### src/rtl/ps2_key_decoder.sv
// rtl/ps2_key_decoder.sv - PS/2 set-2 prefix decoder feeding a key event FIFO
// Optional typematic repeat filter enabled by defining PS2_TYPEMATIC_FILTER_EN.
module ps2_key_decoder #(
   parameter int DEPTH = 4,
   parameter int CW    = 3
) (
   input  logic          clock,
   input  logic          resetn,
   input  logic          ps2_key_pressed,
   input  logic [7:0]    ps2_key_data,
   input  logic          key_ack,
   output logic          key_valid,
   output logic [7:0]    key_code,
   output logic          key_release,
   output logic          key_extended,
   output logic [CW-1:0] fifo_count,
   output logic          overflow
);
   localparam int AW = $clog2(DEPTH);

   typedef enum logic [1:0] {
      S_IDLE,
      S_EXT,
      S_BRK,
      S_EXT_BRK
   } state_t;

   state_t        r_state;
   logic [9:0]    r_mem [DEPTH];
   logic [AW-1:0] r_wr_ptr;
   logic [AW-1:0] r_rd_ptr;
   logic [CW-1:0] r_count;
   logic          r_overflow;

   logic          w_noise;
   logic          w_event;
   logic          w_ext;
   logic          w_rel;
   logic          w_pass;
   logic          w_full;
   logic          w_empty;
   logic          w_push;
   logic          w_pop;
   logic [9:0]    w_head;

   // Line/controller responses that never belong to a key sequence
   always_comb begin
      w_noise = 1'b0;
      case (ps2_key_data)
         8'hAA, 8'hEE, 8'hFA, 8'hFE, 8'h00, 8'hFF: w_noise = 1'b1;
         default:                                  w_noise = 1'b0;
      endcase
   end

   assign w_event = ps2_key_pressed && !w_noise &&
                    (ps2_key_data != 8'hE0) && (ps2_key_data != 8'hF0);
   assign w_ext   = (r_state == S_EXT) || (r_state == S_EXT_BRK);
   assign w_rel   = (r_state == S_BRK) || (r_state == S_EXT_BRK);

   assign w_full  = (r_count == CW'(DEPTH));
   assign w_empty = (r_count == '0);
   assign w_pop   = key_ack && !w_empty;
   assign w_push  = w_pass && (!w_full || w_pop);

`ifdef PS2_TYPEMATIC_FILTER_EN
   logic       r_held;
   logic [8:0] r_held_key;
   logic       w_same_key;

   assign w_same_key = r_held && (r_held_key == {w_ext, ps2_key_data});
   assign w_pass     = w_event && !(w_same_key && !w_rel);

   always_ff @(posedge clock or negedge resetn) begin
      if (!resetn) begin
         r_held     <= 1'b0;
         r_held_key <= '0;
      end else if (w_pass) begin
         if (!w_rel) begin
            if (w_push) begin
               r_held     <= 1'b1;
               r_held_key <= {w_ext, ps2_key_data};
            end
         end else if (w_same_key) begin
            r_held <= 1'b0;
         end
      end
   end
`else
   assign w_pass = w_event;
`endif

   always_ff @(posedge clock or negedge resetn) begin
      if (!resetn) begin
         r_state <= S_IDLE;
      end else if (ps2_key_pressed && !w_noise) begin
         if (ps2_key_data == 8'hE0) begin
            r_state <= S_EXT;
         end else if (ps2_key_data == 8'hF0) begin
            case (r_state)
               S_IDLE:  r_state <= S_BRK;
               S_EXT:   r_state <= S_EXT_BRK;
               default: r_state <= r_state;
            endcase
         end else begin
            r_state <= S_IDLE;
         end
      end
   end

   // Storage carries no reset: an entry is only observable once r_count covers it
   always_ff @(posedge clock) begin
      if (w_push) begin
         r_mem[r_wr_ptr] <= {w_ext, w_rel, ps2_key_data};
      end
   end

   always_ff @(posedge clock or negedge resetn) begin
      if (!resetn) begin
         r_wr_ptr   <= '0;
         r_rd_ptr   <= '0;
         r_count    <= '0;
         r_overflow <= 1'b0;
      end else begin
         if (w_push) begin
            r_wr_ptr <= r_wr_ptr + 1'b1;
         end
         if (w_pop) begin
            r_rd_ptr <= r_rd_ptr + 1'b1;
         end
         case ({w_push, w_pop})
            2'b10:   r_count <= r_count + 1'b1;
            2'b01:   r_count <= r_count - 1'b1;
            default: r_count <= r_count;
         endcase
         if (w_pass && w_full && !w_pop) begin
            r_overflow <= 1'b1;
         end
      end
   end

   assign w_head       = r_mem[r_rd_ptr];
   assign key_valid    = !w_empty;
   assign key_code     = w_empty ? 8'h00 : w_head[7:0];
   assign key_release  = !w_empty && w_head[8];
   assign key_extended = !w_empty && w_head[9];
   assign fifo_count   = r_count;
   assign overflow     = r_overflow;

endmodule

### config.mk
export PLATFORM = sky130hd
export DESIGN_NAME = ps2_key_decoder
export DESIGN_NICKNAME = d
export VERILOG_FILES = /design/src/rtl/ps2_key_decoder.sv
export SDC_FILE = /design/constraint.sdc
export NUM_CORES = 1
export LEC_CHECK = 0
export ABC_CLOCK_PERIOD_IN_PS = 2200
export CORE_MARGIN = 8
export CORE_UTILIZATION = 40
export CTS_BUF_LIST = sky130_fd_sc_hd__clkbuf_16
export DETAILED_ROUTE_END_ITERATION = 16
export SLEW_MARGIN = 20
export SYNTH_ARGS = -nofsm -noshare
export SYNTH_HDL_FRONTEND = slang
export SYNTH_SLANG_ARGS = --single-unit
### constraint.sdc
create_clock -name clock -period 2.2 [get_ports clock]
set_clock_uncertainty 0.05 [all_clocks]
set_input_delay 0.44 -clock clock [delete_from_list [all_inputs] [get_ports clock]]
set_output_delay 0.44 -clock clock [all_outputs]
set_load 0.02 [all_outputs]
==> reports/metrics.cfg <==
[power]
pwr-share-seq_pct = 31.9
sw_frac_of_total_pct = 31.77
design_power_total_uw = 4173
powerDensity_mw_per_mm2 = 1304
ir_worst_vdd_mv = 0.6163
comb_power_share_pct = 48.4
clkPwrFrac_pct = 19.8
leakagePower_uw = 0.001230
p_int_uw = 2847
switching_power_uw = 1326

[synth]
synth_top_area_share_pct = 53.01
ys_top_cells_by_count = edfxtp_1 (40), and2_1 (14), dfrtp_1 (10), mux4_2 (10), nand2_1 (6)
syn_nets = 161
synth_seq_cells = 50
yosysWarningCount = 0
avgSynthCellArea_um2 = 15.74
yosys.area.top_type = edfxtp_1
synth_edf_count = 40
ys_seq_area_share_pct = 64.05
ys_async_sr_fraction_pct = 20.00
synthDistinctLibCells = 39
synth_flop_cell = edfxtp_1
syn_area_mm2 = 0.002266
syn_inst = 144
synthTopCellsByArea = edfxtp_1 (53%), dfrtp_1 (11%), mux4_2 (9.9%)
synthMostInstantiatedCell = edfxtp_1

[global_routing]
antenna_found_initial = 0
track_usage_pct = 11.93
grt_start_max_net_pins = 15
first_global_vias = 1528
grtUsageMet3_pct = 3.045
gr-max-usage-layer = met2
grt_pass1_wl_mm = 7.762
grt_util_met1_pct = 13.96
grt_use_met2_pct = 20.50
overflow = 0

[critical_path]
cpMaxStageDelayCell = fa_2
path_max_fanout = 3
cp_data_arrival_time_ns = 2.47
path_cells = buf_6 > buf_6 > buf_6 > o211ai_1 > o31ai_4 > nor3_4 > nor2_2 > fa_2 > buf_6 > inv_4 > o311ai_4 > nor3b_2 > a311o_1
cpMostUsedCell = buf_6
path_delay_family = compound AO/OA/AOI/OAI gates
crit_type = primary input to flop
endpoint_kind = flop
critPathMaxStageDelay_ns = 0.38
worstPathRequired_ns = 2.32
path_buf_inv = 5
cp-start-kind = primary input

[cells_and_area]
area_delta_synth_final_pct = 41.25
fillers = 427
antenna_cells = 0
final_cells = 289
finalInstanceArea_mm2 = 0.003201
nets = 233
drive_gt1_share_pct = 49.77
multi_input_area_um2 = 869.6
seqCellArea_mm2 = 0.001451

[flow_run]
cap_violations = 0

[routing]
detail-route-antenna-nets = 0
avgRoutedWirePerCell_um = 16.94
routed_wl_mm = 4.897
dr.pass1.iters = 4
initialDrtViolationCount = 97
drcViolationCount = 0
detailroute.via_count = 1482
via_per_inst = 5.128

[sta]
fin_crit_sh_pct = 107.1
hold_violations = 0
fmax_mhz = 424.5
worst_slew_pin_slew_ns = 0.4973
setup_violations = 3
relSlewSlack_pct = 66.54
rsz0062_at_grt = yes
hold_ws_ns = 0.2916
drv_slew = 0
period_minus_slack_ns = 2.356
setup_ws_ns = -0.1557

[run_status]
status = finished, violations left
violations = negative setup slack

[floorplan]
die_h_um = 91.27
ios = 27
dieWidth_um = 91.27
start_util_pct = 41.15
fp.dieArea_mm2 = 0.008329
rows = 27
core_mm2 = 0.005507

[place]
place_area_mm2 = 0.002875
numPlacedInstances = 268
dp_hpwl_mm = 3.277
place_ws_ns = -0.8373
portBuffers = 26
gp_congestion = 0.7768

[clock_tree]
root_buffer = clkbuf_16
worstSkewPairLatency_ns = 0.28
cts.clk_slew.worst_paths_ns = 0.06
htree_levels = 2
cts_buffer_depth = 2
cts_tree = built
cts_sinks = 50
cts_hold_buf = 0
cts_made_buffers = 5

[min_path]
hp-class = primary input to flop

[per-layer routing]
metal,share of wire (%),vias up
met2,52,28
li1,-,694
met4,1.9,0
met1,42,750
met3,4.1,10
met5,0,-
[cells in the final DEF (no fill, tap or decap), types with 3 or more instances in the layout]
master           netlist  layout
nand2_1                6       6
nand2b_1               3       3
o21ai_0                3       3
inv_1                  4       5
dfrtp_1               10      10
nor2_1                 5       4
a21boi_2               2       3
ha_1                   4       4
edfxtp_1              40      40
mux4_2                10      10
buf_6                  0      16
and2_1                14       7
or4_4                  2       3
and2_4                 0       7
buf_2                  1      10
clkbuf_16              0       5
buf_4                  0      33
clkdlybuf4s50_1        0       6
xnor2_1                4       4
[sequential cells by signal (all words and copies together), names as in the netlist]
name and flops:
fifo_count 3, overflow 1, r_mem 40, r_rd_ptr 2, r_state 2, r_wr_ptr 2
[area by class of cell]
class                   count  share of cell area (%)
well taps                  72                   2.815
multi-input cells          84                   27.17
clock inverters             3                   1.173
clock buffers               5                   3.909
repair buffers             71                   19.04
flip-flops and latches     50                   45.35
inverters                   4                  0.5473
[cell families (layout without fill, tap and decap cells)]
family / Yosys count / after routing / share of synthesized area (%)
flops: 50 / 50 / 64.05
simple gates: 47 / 47 / 12.98
compound gates: 17 / 17 / 6.240
mux: 11 / 11 / 10.38
buf+inv: 10 / 83 / 1.711
fa+ha+maj: 5 / 5 / 3.092
xor+xnor: 4 / 4 / 1.546
[per-stage QoR]
| step | TNS [ns] | util, % |
|---|---|---|
| after global routing | -1.015 | 58.12 |
| after floorplan | -0.5857 | - |
| after global placement | -22.48 | 52.22 |
| after CTS | -0.3305 | 55.81 |
| final | -0.2566 | 58.12 |
| after detailed placement | -25.57 | 52.22 |
[worst paths after layout]
kind                                  from             to  slack (ns)  cells past startpoint
hold reg to reg                   overflow       overflow        0.40                      1
hold / removal             ps2_key_data[3]    r_mem[2][3]        0.29                      1
setup reg to reg             fifo_count[2]  fifo_count[2]        0.03                     10
setup / recovery           ps2_key_data[3]  fifo_count[2]       -0.16                     13
max in group asynchronous           resetn    r_rd_ptr[1]        1.34                      1
min in group asynchronous           resetn  fifo_count[0]        0.44                      1
[worst reg2reg max path, stage by stage (launching register included)]
cell and delay, ns:
dfrtp_1 0.42, inv_1 0.16, nand2_1 0.10, nand2_1 0.14, nor2_2 0.07, fa_2 0.38
buf_6 0.14, inv_4 0.05, o311ai_4 0.09, nor3b_2 0.16, a311o_1 0.31
[power groups by stage]
stage	clock, uW	combinational [uW]	sequential [uW]
after floorplan	0	972	1400
after global placement	0	1840	1340
after detailed placement	0	1860	1350
after CTS	845	1830	1330
after global routing	879	2160	1350
final	824	2020	1330
[repair_timing]
item	in CTS	in global routing
pin swaps	10	12
setup buffers	7	7
endpoints found under the setup margin	56	48
gates resized for setup	73	40
Power figures use the tool's default switching activity.
